<file path="src/rtl/port_link_if.sv">
`default_nettype none
// ============================================================================
// Module      : port_link_if
// Description : Bundle of the node-to-node channel signals. Holds the
//               upstream write side (wdata/wval/wresp) and the downstream
//               read side (rdata/rrdy/rresp/count).
//               slave  - view taken by the channel itself
//               master - view taken by the surrounding nodes / environment
// Revision    : 1.0 - initial release
// ============================================================================
interface port_link_if #(
    parameter int WIDTH = 8,
    parameter int DEPTH = 2
);
    localparam int CNT_W = $clog2(DEPTH + 1);

    logic [WIDTH-1:0] wdata;   // write data from the upstream node
    logic             wval;    // write valid, held until wresp
    logic             wresp;   // write acknowledge pulse
    logic [WIDTH-1:0] rdata;   // head-of-FIFO word
    logic             rrdy;    // FIFO non-empty
    logic             rresp;   // pop request from the downstream node
    logic [CNT_W-1:0] count;   // current occupancy

    modport slave (
        input  wdata, wval, rresp,
        output wresp, rdata, rrdy, count
    );

    modport master (
        output wdata, wval, rresp,
        input  wresp, rdata, rrdy, count
    );
endinterface
`default_nettype wire

</file>
<file path="src/rtl/port_link.sv">
`default_nettype none
// ============================================================================
// Module      : port_link
// Description : One-direction inter-node channel. Words written by the
//               upstream node are buffered in a small FIFO and presented to
//               the downstream node. In rendezvous mode the write acknowledge
//               is withheld until the word has been consumed, giving
//               blocking-write semantics.
// Ports       : clk  - clock, rising edge
//               rst  - asynchronous active-high reset
//               link - port_link_if.slave (write side + read side + count)
// Parameters  : WIDTH      - data word width
//               DEPTH      - FIFO entries (power of two, >= 1)
//               RENDEZVOUS - 1: ack on consumption, 0: ack on buffer accept
// Revision    : 1.0 - initial release
// ============================================================================
module port_link #(
    parameter int WIDTH      = 8,
    parameter int DEPTH      = 2,
    parameter int RENDEZVOUS = 1
) (
    input  wire logic   clk,
    input  wire logic   rst,
    port_link_if.slave  link
);

    localparam int                PTR_W   = (DEPTH > 1) ? $clog2(DEPTH) : 1;
    localparam int                CNT_W   = $clog2(DEPTH + 1);
    localparam logic [CNT_W-1:0]  DEPTH_C = CNT_W'(DEPTH);

    // Storage: data plus a per-entry tag marking words whose writer is
    // still blocked waiting for consumption.
    logic [WIDTH-1:0] mem_q [DEPTH];
    logic [DEPTH-1:0] tag_q;

    logic [PTR_W-1:0] wr_ptr_q, wr_ptr_d;
    logic [PTR_W-1:0] rd_ptr_q, rd_ptr_d;
    logic [PTR_W-1:0] wr_ptr_inc, rd_ptr_inc;
    logic [CNT_W-1:0] count_q, count_d;
    logic             rrdy_q, rrdy_d;
    logic             wresp_q, wresp_d;
    logic             pending_q, pending_d;

    logic             push;
    logic             pop;
    logic             pop_tagged;

    // Pointer wrap: power-of-two depth wraps by natural overflow; a single
    // entry FIFO keeps both pointers pinned at zero.
    generate
        if (DEPTH == 1) begin : g_ptr_single
            assign wr_ptr_inc = '0;
            assign rd_ptr_inc = '0;
        end else begin : g_ptr_wrap
            assign wr_ptr_inc = wr_ptr_q + PTR_W'(1);
            assign rd_ptr_inc = rd_ptr_q + PTR_W'(1);
        end
    endgenerate

    // The wresp_q term keeps the writer's still-held word from being taken a
    // second time in the acknowledge cycle. Fullness is judged on the current
    // count only, so a same-cycle pop never frees room for a push.
    assign push       = link.wval & ~wresp_q & ~pending_q & (count_q < DEPTH_C);
    assign pop        = link.rresp & rrdy_q;
    assign pop_tagged = pop & tag_q[rd_ptr_q];

    always_comb begin
        wr_ptr_d  = wr_ptr_q;
        rd_ptr_d  = rd_ptr_q;
        count_d   = count_q;
        wresp_d   = 1'b0;
        pending_d = 1'b0;

        if (push) begin
            wr_ptr_d = wr_ptr_inc;
        end
        if (pop) begin
            rd_ptr_d = rd_ptr_inc;
        end

        case ({push, pop})
            2'b10:   count_d = count_q + CNT_W'(1);
            2'b01:   count_d = count_q - CNT_W'(1);
            default: count_d = count_q;
        endcase

        rrdy_d = (count_d != '0);

        if (RENDEZVOUS != 0) begin
            // Ack goes out the cycle after the tagged word leaves the FIFO.
            wresp_d   = pop_tagged;
            pending_d = (pending_q & ~pop_tagged) | push;
        end else begin
            wresp_d   = push;
        end
    end

    always_ff @(posedge clk or posedge rst) begin
        if (rst) begin
            wr_ptr_q  <= '0;
            rd_ptr_q  <= '0;
            count_q   <= '0;
            rrdy_q    <= 1'b0;
            wresp_q   <= 1'b0;
            pending_q <= 1'b0;
        end else begin
            wr_ptr_q  <= wr_ptr_d;
            rd_ptr_q  <= rd_ptr_d;
            count_q   <= count_d;
            rrdy_q    <= rrdy_d;
            wresp_q   <= wresp_d;
            pending_q <= pending_d;
        end
    end

    // Storage needs no reset: an entry is only ever read after it has been
    // written since the last reset, and its tag is rewritten with it.
    always_ff @(posedge clk) begin
        if (push) begin
            mem_q[wr_ptr_q] <= link.wdata;
            tag_q[wr_ptr_q] <= (RENDEZVOUS != 0);
        end
    end

    assign link.wresp = wresp_q;
    assign link.rrdy  = rrdy_q;
    assign link.count = count_q;
    assign link.rdata = mem_q[rd_ptr_q];

endmodule
`default_nettype wire

</file>
<file path="src/flat_wrapper.sv">
// flat-port wrapper written by rule: the top's interface ports become plain ports
module port_link_flat 
#(
    parameter int WIDTH      = 8,
    parameter int DEPTH      = 2,
    parameter int RENDEZVOUS = 1
)
  (clk, rst, link_wdata, link_wval, link_rresp, link_wresp, link_rdata, link_rrdy, link_count);
  port_link_if #(.WIDTH(WIDTH), .DEPTH(DEPTH)) link_i ();
  input  wire logic clk;
  input  wire logic rst;
  input wire logic [$bits(link_i.wdata)-1:0] link_wdata;
  input wire logic [$bits(link_i.wval)-1:0] link_wval;
  input wire logic [$bits(link_i.rresp)-1:0] link_rresp;
  output wire logic [$bits(link_i.wresp)-1:0] link_wresp;
  output wire logic [$bits(link_i.rdata)-1:0] link_rdata;
  output wire logic [$bits(link_i.rrdy)-1:0] link_rrdy;
  output wire logic [$bits(link_i.count)-1:0] link_count;
  assign link_i.wdata = link_wdata;
  assign link_i.wval = link_wval;
  assign link_i.rresp = link_rresp;
  assign link_wresp = link_i.wresp;
  assign link_rdata = link_i.rdata;
  assign link_rrdy = link_i.rrdy;
  assign link_count = link_i.count;
  port_link #(.WIDTH(WIDTH), .DEPTH(DEPTH), .RENDEZVOUS(RENDEZVOUS)) u_core (.clk(clk), .rst(rst), .link(link_i));
endmodule
</file>
<file path="config.mk">
export PLATFORM = sky130hd
export DESIGN_NAME = port_link_flat
export DESIGN_NICKNAME = d
export VERILOG_FILES = /design/src/rtl/port_link_if.sv /design/src/rtl/port_link.sv /design/src/flat_wrapper.sv
export SDC_FILE = /design/constraint.sdc
export NUM_CORES = 1
export LEC_CHECK = 0
export BUFFER_PORTS_ARGS = -buffer_cell sky130_fd_sc_hd__buf_4
export CORE_MARGIN = 3
export CORE_UTILIZATION = 50
export DETAILED_ROUTE_END_ITERATION = 8
export GPL_TIMING_DRIVEN = 0
export PLACE_DENSITY_LB_ADDON = 0.05
export RECOVER_POWER = 100
export SETUP_SLACK_MARGIN = 0.1
export SYNTH_ARGS = -nofsm -noshare
export SYNTH_HDL_FRONTEND = slang
export SYNTH_SLANG_ARGS = --single-unit
</file>
<file path="constraint.sdc">
create_clock -name clk -period 2.19 [get_ports clk]
set_input_delay 0.3285 -clock clk [delete_from_list [all_inputs] [get_ports clk]]
set_output_delay 0.3285 -clock clk [all_outputs]
set_load 0.05 [all_outputs]
</file>
* Word-level counts from Yosys, hierarchy flattened
Memory sizes are Yosys's and may differ from the RTL's. Index checks and enable logic that the tools add are counted.
Operators by class: reductions and logical operators 2, equal/unequal tests 2, bitwise operators 11, magnitude comparators 4, add/subtract/negate cells 4, mux-type cells 7
Operators by type and width (number):
- 1-bit bitwise AND | 6
- 1-bit 2-to-1 mux | 5
- 1-bit by 2-bit < comparator with 1-bit output (second input constant) | 2
- 2-bit one-hot mux with 2 select lines | 1
- 1-bit NOT | 3
- 1-bit adder (second input constant) | 2
- 2-bit by 1-bit adder with 2-bit output (second input constant) | 1
- 2-bit by 1-bit == test with 1-bit output (second input constant) | 1
- 2-bit == test (second input constant) | 1
- 2-bit < comparator (second input constant) | 1
- 2-bit bitwise OR | 1
- 2-bit nonzero test | 1
- 2-bit by 1-bit subtractor with 2-bit output (second input constant) | 1
- 1-bit demux with 1-bit select | 1
- 1-bit >= comparator (second input constant) | 1
- 1-bit logical AND | 1
- 1-bit bitwise OR | 1
Word-level totals: RAM bits 16, output and inout port bits 12, register bits 9, logic and storage cells 38, input bits 12, memories kept 1
Memories:
- u_core.mem_q | words 2, width 8, rd ports 1, clocked after memory_dff 0, wr ports 1, RTL line port_link.sv:33 | logic [WIDTH-1:0] mem_q [DEPTH];

* Longest topological paths before layout
Gate-level depths: netlist of the first run.
word-level depth 7, depth in mapped cells 6

* Worst setup path before layout of the first run
No wires, ideal clock.
kind reg-to-reg, start reg u_core.count_q[1], in the netlist u_core.link.count[1], end reg u_core.rrdy_q, in the netlist u_core.link.rrdy, path buffers 1, required time 2042 ps, period minus slack after synthesis 2104 ps, path slack 86 ps, cell stages (with the launch flop) 7, arrival time 1956 ps, path through dfrtp_1 or4b_1 buf_2 ha_1 nand2b_1 o21ai_0 o21ai_0
On the way: longest elaborated chain between the ends 5, elaborated cells between the ends (all ways) 8, classes of those cells add/sub: 2; order compare: 1; eq/ne: 2; mux: 1; bitwise: 1; reduce/logical: 1
RTL lines:
- start, declared | RTL line port_link.sv:39 | logic [CNT_W-1:0] count_q, count_d;
- start signal, assigned | RTL line port_link.sv:109 | count_q <= count_d;
- 2-bit < comparator | RTL line port_link.sv:63 | assign push = link.wval & ~wresp_q & ~pending_q & (count_q < DEPTH_C);
- 1-bit bitwise AND | RTL line port_link.sv:63
- 2-bit by 1-bit == test with 1-bit output or 2-bit == test (tied branches) | RTL line port_link.sv:81 | case ({push, pop})
- 2-bit one-hot mux with 2 select lines * | RTL line port_link.sv:81
- 2-bit nonzero test * | RTL line port_link.sv:87 | rrdy_d = (count_d != '0);
- named net u_core.rrdy_d | RTL line port_link.sv:40 | logic rrdy_q, rrdy_d;
- end signal, assigned | RTL line port_link.sv:110 | rrdy_q <= rrdy_d;
- end, declared | RTL line port_link.sv:40
Mark *: on every way through the listed nets, which the timed path passes. The rest lies on a longest branch. A chain may end at the register's enable or synchronous reset.

* Final worst setup path of the first run
Ends and elaborated chain as after synthesis.

==> flow_summary_export.csv, run 1 <==
group,metric,value,unit
floorplanning,dieWidth,50.2,µm
finish,area_delta_synth_final,21.0,%
floorplanning,initial_core_util,54.7,%
yosys,netlist.area_leader.share,55.4,%
setup_path,end_kind,"flip-flop",
drt,drc,0,
drt,via_per_inst,4.75,
pwr,switching_share,43.1,%
finish,final_common_cell,"edfxtp_1",
sta,max_freq,503,MHz
sta,maxSlewHeadroom,59.5,%
drt,drtIter0Drc,6,
setup_path,critPathRequiredTime,2.38,ns
pwr,cell_internal_pwr,0.000918,W
yosys,syn_avg_cell_area,16.0,µm²
setup_path,crit_family,"simple AND/OR/NAND/NOR gates",
sta,fin_crit_sh,90.8,%
yosys,synth_top_area_cell,"edfxtp_1",
floorplanning,fp.dieH,50.2,µm
global_routing,grt_pass1_wl,2.42,mm
clock_tree,cts_tree,"built",
global_routing,grt_max_degree,14,
job,drv_cap,0,
yosys,synth.area.top_cells,"edfxtp_1 55%, dfrtp_1 18%, mux2_2 5.8%",
finish,antennaDiodeCount,0,
yosys,synth_cell_types,18,
clock_tree,cts_made_buffers,3,
place,gp_congestion,0.632,
pwr,seq_power_share,42.7,%
floorplanning,core,1780,µm²
sta,final-setup-viol-count,0,
drt,wl,1.50,mm
run_status,status,"complete, no violations",
setup_path,crit_path_top_delay_cell,"or4b_1",
pwr,p_leak,0.461,nW
pwr,ir_worst_vdd,0.819,mV
finish,drive_above_1_share,36.0,%
global_routing,grt_pass1_vias,561,
sta,slew_violations,0,
floorplanning,rows,15,
finish,layout.cells.non_filler,114,
setup_path,crit_buf_inv,1,
setup_path,crit_path_cell_trace,"or4b_1, buf_2, ha_1, nand2b_1, o21ai_0, o21ai_0",
global_routing,grt_overflow,0,
clock_tree,cts.clk_slew.worst_paths,0.13,ns
hold_path,hold_path.class,"primary input to flip-flop",
yosys,syn_area,976,µm²
floorplanning,io_pins,24,
sta,hold_violations,0,
finish,nNetsFinal,103,
place,portBuffers,23,
setup_path,cp-start-kind,"flip-flop",
clock_tree,cts.sinks,25,
finish,fill_cells,148,
finish,multi_input_area,236,µm²
drt,ant_nets,0,
setup_path,path_common_cell,"o21ai_0",
drt,post_drt_wl_per_cell,13.2,µm
clock_tree,clk_path_buf_depth,2,
setup_path,critical_path_peak_fanout,5,
setup_path,critPathKind,"flip-flop to flip-flop",
sta,worstMarginPinSlew,0.611,ns
place,dp.cells,109,
pwr,powerDensity,1370,nW/µm²
yosys,synth_nets,74,
setup_path,max_stage_delay,0.50,ns
drt,drtPass1Iterations,3,
finish,regArea,717,µm²
drt,num_vias,542,
place,post-dp-hpwl,1.09,mm
yosys,yosysSeqAreaShare,73.3,%
yosys,ys_warn_count,0,
clock_tree,cts-root-buf,"clkbuf_4",
global_routing,grt_usage,13.6,%
pwr,power_frac_clock,12.3,%
sta,setup_tns,0,ns
pwr,p_switching,0.000697,W
sta,fin_skew,0.00649,ns
yosys,syn_inst,61,
global_routing,grt_antenna_before_repair,0,
setup_path,cp.arrival,2.18,ns
clock_tree,clk_latency,0.31,ns
clock_tree,cts_max_level,1,
yosys,ys_ff_latch,25,
setup_path,r2r_setup_slack,0.20,ns
sta,rsz0062_at_grt,"yes",
floorplanning,dieArea,2520,µm²
finish,layout_common_cells,"18 x edfxtp_1, 11 x clkbuf_4, 8 x clkbuf_2",
sta,post-route-min-period,1.99,ns
pwr,p_comb_share,45.0,%
## flip-flops by register name, summed over array words and instances, names as in the netlist
register	cells
u_core.link.count	2
u_core.mem_q	16
u_core.tag_q	2
u_core.pending_q	1
u_core.link.rrdy	1
u_core.link.wresp	1
u_core.wr_ptr_q	1
u_core.rd_ptr_q	1
## what timing repair did
| action | 4_1_cts | 5_1_grt |
|---|---|---|
| resized for setup | 0 | 1 |
| endpoints found under the setup margin | 0 | 8 |
| endpoints found under the hold margin | 7 | 0 |
| hold buffers | 1 | 0 |
| buffers inserted | 0 | 0 |
## worst paths after layout
path,start,end,depth (start not counted)
setup / recovery,u_core.link.count[1],u_core.link.rrdy,6
hold / removal,link_wdata[0],u_core.mem_q[1][0],1
setup reg to reg,u_core.link.count[1],u_core.link.rrdy,6
hold reg to reg,u_core.link.count[1],u_core.link.count[1],1
max in group asynchronous,rst,u_core.link.count[1],3
min in group asynchronous,rst,u_core.link.count[0],3
## layout make-up
cell class | count | area share, %
flip-flops and latches | 25 | 60.7
multi-input cells | 30 | 20.0
repair buffers | 24 | 12.2
well taps | 25 | 2.65
clock buffers | 4 | 2.22
inverters | 4 | 1.38
plain buffers | 2 | 0.847
## worst reg2reg max path, delay by kind of cell, from the launching register on
| kind | cells | cell delay, ns |
|---|---|---|
| buffers and inverters | 1 | 0.17 |
| adder cells (fa/ha/maj) | 1 | 0.31 |
| AND/OR/NAND/NOR | 2 | 0.68 |
| flip-flops | 1 | 0.45 |
| AO/OA/AOI/OAI | 2 | 0.25 |
## cells by family after synthesis
| kind of cell | Yosys count | share of synthesized area, % |
|---|---|---|
| AND/OR/NAND/NOR | 12 | 6.80 |
| XOR/XNOR | 4 | 3.59 |
| multiplexers | 9 | 10.3 |
| AO/OA/AOI/OAI | 4 | 2.05 |
| buffers and inverters | 6 | 2.69 |
| adder cells (fa/ha/maj) | 1 | 1.28 |
| flip-flops | 25 | 73.3 |
## metrics by stage
| step | util [%] | hold slack (ns) | power (W) | setup slack (ns) | instance area [µm²] |
|---|---|---|---|---|---|
| after detailed placement | 66.2 | 0.288 | 0.00150 | 0.149 | 1180 |
| after global placement | 66.2 | 0.279 | 0.00148 | 0.169 | 1180 |
| final | 66.2 | 0.215 | 0.00161 | 0.201 | 1180 |
| after floorplan | - | 0.132 | 0.00128 | 0.149 | 977 |
| after global routing | 66.2 | 0.207 | 0.00170 | 0.0957 | 1180 |
| after CTS | 68.3 | 0.190 | 0.00169 | 0.137 | 1220 |
## power by group through the flow
stage | Sequential, W | Combinational, W | Clock (W)
2_1_floorplan | 0.000803 | 0.000476 | 0
3_3_place_gp | 0.000696 | 0.000783 | 0
3_5_place_dp | 0.000701 | 0.000797 | 0
4_1_cts | 0.000690 | 0.000800 | 0.000200
5_1_grt | 0.000705 | 0.000775 | 0.000215
6_report | 0.000689 | 0.000727 | 0.000198
## Yosys cell counts
cell,n
or4b_1,1
xor2_1,1
buf_2,2
ha_1,1
o21ai_0,4
mux2_2,5
clkinv_2,1
or2_2,1
inv_1,3
dfrtp_1,7
mux2i_1,1
nand2_1,2
xnor2_1,3
edfxtp_1,18
mux2_1,3
nor2_1,3
and2_1,2
nand2b_1,3
## metal layers
layer  up-vias  track usage, %  routed length (µm)
met5         -               0                   0
met4         0            8.29                  37
met3         4            2.67                  57
met2        15            24.8                 782
met1       251            14.2                 625
li1        272               -                   -
Power figures use the tool's default switching activity.
==> inputs of run 2 (changes only) <==
Settings changed: CORE_MARGIN 3 to unset.
Clock period 2.19 ns to 2 ns, I/O delays scaled along.
==> run 2 against run 1 <==
  * Non-clock buffer count stayed put
  * Die area is 15% lower
  * Clock power is 9% higher
  * Sequential share of layout area is 1.0 points lower
  * Sequential power is 10% higher
  * Combinational power is 13% higher
  * Fmax is 9.8% higher
  * Critical path type unchanged
==> flow_summary_export.csv, run 2 (synthesis results as in run 1) <==
group,metric,value,unit
setup_path,r2r_start,"u_core.pending_q",
clock_tree,clk_latency,0.31,ns
run_status,status,"complete, no violations",
place,post-dp-hpwl,1.04,mm
global_routing,grt_antenna_before_repair,0,
pwr,powerDensity,1490,nW/µm²
sta,worstMarginPinSlew,0.598,ns
sta,rsz0062_at_grt,"no",
finish,antennaDiodeCount,0,
clock_tree,cts_tree,"built",
drt,drtIter0Drc,3,
hold_path,hold_end,"u_core.mem_q[0][2]",
job,drv_cap,0,
setup_path,cp-start-kind,"flip-flop",
pwr,total_power,0.00180,W
setup_path,critPathKind,"flip-flop to flip-flop",
setup_path,crit_path_top_delay_cell,"or4b_1",
finish,top_register,"u_core.mem_q",
floorplanning,dieWidth,46.2,µm
finish,multi_input_area,250,µm²
floorplanning,dieArea,2130,µm²
pwr,ir_worst_vdd,0.915,mV
setup_path,cp.arrival,2.02,ns
drt,num_vias,551,
place,portBuffers,23,
global_routing,grt_pass1_vias,500,
finish,final_common_cell,"edfxtp_1",
hold_path,min_from,"link_wdata[2]",
drt,drc,0,
setup_path,rr_worst_depth,6,
setup_path,critical_path_peak_fanout,5,
finish,fill_cells,149,
finish,drive_above_1_share,40.4,%
clock_tree,cts.sinks,25,
setup_path,critPathRequiredTime,2.20,ns
sta,fin_crit_sh,90.6,%
sta,slew_violations,0,
sta,final-setup-viol-count,0,
clock_tree,cts_max_level,1,
finish,largest_reg_flops,16,
clock_tree,post_cts_buffers,0,
drt,via_per_inst,4.83,
clock_tree,cts-root-buf,"clkbuf_4",
sta,maxSlewHeadroom,60.3,%
floorplanning,io_pins,24,
sta,setup_tns,0,ns
drt,post_drt_wl_per_cell,12.8,µm
sta,fin_skew,0.00395,ns
floorplanning,rows,15,
finish,regArea,718,µm²
clock_tree,cts_made_buffers,3,
drt,drtPass1Iterations,4,
drt,ant_nets,0,
floorplanning,core,1780,µm²
setup_path,end_kind,"flip-flop",
hold_path,hold_path.class,"primary input to flip-flop",
sta,post-route-min-period,1.81,ns
clock_tree,clk_path_buf_depth,2,
global_routing,grt_max_degree,15,
setup_path,max_stage_delay,0.54,ns
setup_path,crit_family,"simple AND/OR/NAND/NOR gates",
clock_tree,cts.clk_slew.worst_paths,0.13,ns
pwr,p_leak,0.468,nW
hold_path,hold_depth,1,
floorplanning,initial_core_util,54.7,%
floorplanning,fp.dieH,46.2,µm
sta,whs,0.190,ns
drt,wl,1.46,mm
setup_path,rr_endpoint,"u_core.link.rrdy",
global_routing,grt_usage,15.2,%
setup_path,crit_buf_inv,1,
place,gp_congestion,0.624,
sta,max_freq,552,MHz
setup_path,r2r_setup_slack,0.19,ns
finish,nNetsFinal,103,
global_routing,grt_pass1_wl,2.13,mm
global_routing,grt_overflow,0,
finish,layout_common_cells,"18 x edfxtp_1, 11 x clkbuf_4, 8 x clkbuf_2",
setup_path,crit_path_cell_trace,"or4b_1, buf_6, ha_4, nand2b_1, o21ai_1, o21ai_0",
sta,hold_violations,0,
finish,area_delta_synth_final,23.3,%
run 2: power breakdown:
| part | internal (W) | switching [W] |
|---|---|---|
| combinational | 0.000262 | 0.000563 |
| clock | 0.0000747 | 0.000140 |
| sequential | 0.000691 | 0.0000685 |
| total | 0.00103 | 0.000772 |
run 2: cell type report:
class / instances / area share (%)
Buffer: 2 / 1.35
Clock buffer: 3 / 1.87
Clock inverter: 1 / 0.416
Inverter: 4 / 1.35
Multi-Input combinational cell: 30 / 20.8
Sequential cell: 25 / 59.7
Tap cell: 25 / 2.60
Timing Repair Buffer: 24 / 12.0
run 2: through the flow:
step           setup slack, ns  instances  instance area (µm²)  util (%)
2_1_floorplan            0.153         61                 1010         -
3_3_place_gp             0.169        109                 1210      67.9
3_5_place_dp             0.156        109                 1210      67.9
4_1_cts                  0.135        114                 1250      70.0
5_1_grt                  0.116        114                 1200      67.5
6_report                 0.188        114                 1200      67.5
run 2: timing repair:
action	in CTS	in global routing
hold endpoints to repair	7	0
setup endpoints to repair	0	8
hold buffers	1	0
gates resized for setup	0	1
run 2: how the worst max path moves through the flow:
stage / startpoint / endpoint / slack [ns] / cells past startpoint
floorplan: u_core.link.wresp / u_core.link.rrdy / 0.15 / 6
global placement: u_core.link.count[1] / u_core.mem_q[1][2] / 0.17 / 4
detailed placement: u_core.link.count[1] / u_core.mem_q[1][2] / 0.16 / 4
CTS: u_core.link.count[1] / u_core.mem_q[1][6] / 0.14 / 4
global route: u_core.pending_q / u_core.link.rrdy / 0.12 / 6
finish: u_core.pending_q / u_core.link.rrdy / 0.19 / 6
run 2: per-layer routing:
metal | global-route usage [%] | wire [µm] | vias up
li1 | - | - | 269
met1 | 18.7 | 617 | 265
met2 | 23.9 | 759 | 15
met3 | 3.92 | 71 | 2
met4 | 8.82 | 10 | 0
met5 | 0 | 0 | -
==> inputs of run 3 (changes only) <==
Settings changed: PLACE_DENSITY set to 0.76, PLACE_DENSITY_LB_ADDON 0.05 to unset.
==> run 3 against run 2 <==
  * Clock power about the same
  * Worst hold slack worse by 0.0035 ns
  * Die area did not move
  * Utilization up 0.63 points
  * Sequential share of layout area decreased by 0.55 points
  * Clock skew increased by 0.0063 ns
  * Total power rose by 0.22%
  * Sequential power hardly changed
  * Final area grew 0.94%
  * Critical endpoint is now link_rdata[1]
==> flow_summary_export.csv, run 3 (synthesis results as in run 1) <==
group,metric,value,unit
pwr,cell_internal_pwr,0.00104,W
sta,max_freq,557,MHz
finish,area_delta_synth_final,24.5,%
clock_tree,post_cts_buffers,0,
clock_tree,clk_latency,0.31,ns
clock_tree,cts-root-buf,"clkbuf_4",
global_routing,grt_antenna_before_repair,0,
clock_tree,clk_path_buf_depth,2,
setup_path,cp.arrival,1.50,ns
place,portBuffers,23,
pwr,p_switching,0.000765,W
clock_tree,cts_tree,"built",
floorplanning,dieArea,2130,µm²
floorplanning,core,1780,µm²
sta,slew_violations,0,
setup_path,cp-start-kind,"flip-flop",
drt,num_vias,552,
sta,setup_slack,0.205,ns
setup_path,critPathKind,"flip-flop to output pin",
finish,drive_above_1_share,42.7,%
setup_path,max_stage_delay,0.37,ns
finish,final_common_cell,"edfxtp_1",
place,dp.cells,109,
finish,layout.cells.non_filler,114,
finish,fin_util,68.1,%
drt,drc,0,
clock_tree,cts.sinks,25,
sta,fin_skew,0.0103,ns
finish,fill_cells,137,
pwr,p_leak,0.478,nW
finish,multi_input_area,258,µm²
drt,via_per_inst,4.84,
pwr,switching_share,42.4,%
place,place_ws,0.178,ns
clock_tree,cts_max_level,1,
run_status,status,"complete, no violations",
sta,worstMarginPinSlew,0.601,ns
drt,post_drt_wl_per_cell,11.9,µm
global_routing,grt_pass1_wl,2.10,mm
sta,final-setup-viol-count,0,
sta,post-route-min-period,1.80,ns
pwr,power_frac_clock,11.8,%
floorplanning,initial_core_util,54.7,%
floorplanning,fp.dieH,46.2,µm
setup_path,critPathRequiredTime,1.70,ns
drt,drtPass1Iterations,2,
finish,top_register,"u_core.mem_q",
sta,setup_tns,0,ns
floorplanning,io_pins,24,
finish,nNetsFinal,103,
finish,layout_common_cells,"18 x edfxtp_1, 12 x clkbuf_4, 8 x clkbuf_2",
place,post-dp-hpwl,1.05,mm
floorplanning,dieWidth,46.2,µm
sta,rsz0062_at_grt,"no",
setup_path,critical_path_peak_fanout,10,
finish,largest_reg_flops,16,
place,gp_congestion,0.707,
job,drv_cap,0,
setup_path,crit_path_top_delay_cell,"mux2_2",
drt,drtIter0Drc,2,
finish,regArea,718,µm²
hold_path,hold_path.class,"primary input to flip-flop",
sta,maxSlewHeadroom,60.1,%
setup_path,end_kind,"output pin",
pwr,powerDensity,1480,nW/µm²
drt,wl,1.36,mm
finish,antennaDiodeCount,0,
clock_tree,cts_made_buffers,3,
global_routing,grt_usage,14.4,%
setup_path,crit_path_cell_trace,"buf_2, mux2_2, clkbuf_2",
clock_tree,cts.clk_slew.worst_paths,0.13,ns
pwr,seq_power_share,42.0,%
sta,fin_crit_sh,89.8,%
pwr,p_comb_share,46.2,%
global_routing,grt_overflow,0,
pwr,ir_worst_vdd,0.828,mV
drt,ant_nets,0,
pwr,total_power,0.00180,W
global_routing,grt_max_degree,15,
global_routing,grt_pass1_vias,509,
floorplanning,rows,15,
sta,hold_violations,0,
==> run 3: path summary, 6_finish.rpt <==
check / start / depth (start not counted) / to / slack, ns
worst max-delay path: u_core.rd_ptr_q / 3 / link_rdata[1] / 0.20
worst min register to register: u_core.link.count[1] / 1 / u_core.link.count[1] / 0.51
max in group asynchronous: rst / 3 / u_core.link.wresp / 1.30
min in group asynchronous: rst / 3 / u_core.link.count[0] / 0.46
worst min-delay path: link_wdata[7] / 1 / u_core.mem_q[0][7] / 0.19
worst max register to register: u_core.link.count[1] / 3 / u_core.mem_q[0][0] / 0.22
==> run 3: critical path: cells and delay by family (launching register included) <==
kind / cells / cell delay, ns
buf+inv: 2 / 0.48
mux: 1 / 0.37
flops: 1 / 0.34
==> run 3: area by class of cell <==
type	instances	share of cell area [%]
plain buffers	2	1.34
well taps	25	2.57
flip-flops and latches	25	59.1
multi-input cells	30	21.2
repair buffers	24	12.2
clock inverters	1	0.412
inverters	4	1.34
clock buffers	3	1.85
==> run 3: routing by layer <==
layer / track usage, % / wire length [µm] / vias up
met5: 0 / 0 / -
li1: - / - / 269
met4: 5.29 / 8 / 0
met1: 15.9 / 587 / 267
met3: 3.53 / 50 / 2
met2: 26.5 / 711 / 14
==> run 3: what timing repair did <==
| action | in CTS | in global routing |
|---|---|---|
| hold buffers | 1 | 0 |
| endpoints found under the setup margin | 0 | 8 |
| resized for setup | 0 | 1 |
| hold endpoints to repair | 7 | 0 |
==> run 3: per-stage QoR <==
step	cell area, µm²	hold slack [ns]
floorplan	1010	0.103
global placement	1210	0.252
detailed placement	1210	0.256
CTS	1250	0.162
global route	1210	0.171
finish	1210	0.187
==> run 3: power groups by stage <==
stage	Clock, W	Combinational [W]	Sequential (W)
after floorplan	0	0.000563	0.000888
after global placement	0	0.000899	0.000769
after detailed placement	0	0.000914	0.000773
after CTS	0.000216	0.000919	0.000760
after global routing	0.000236	0.000896	0.000770
final	0.000213	0.000833	0.000757
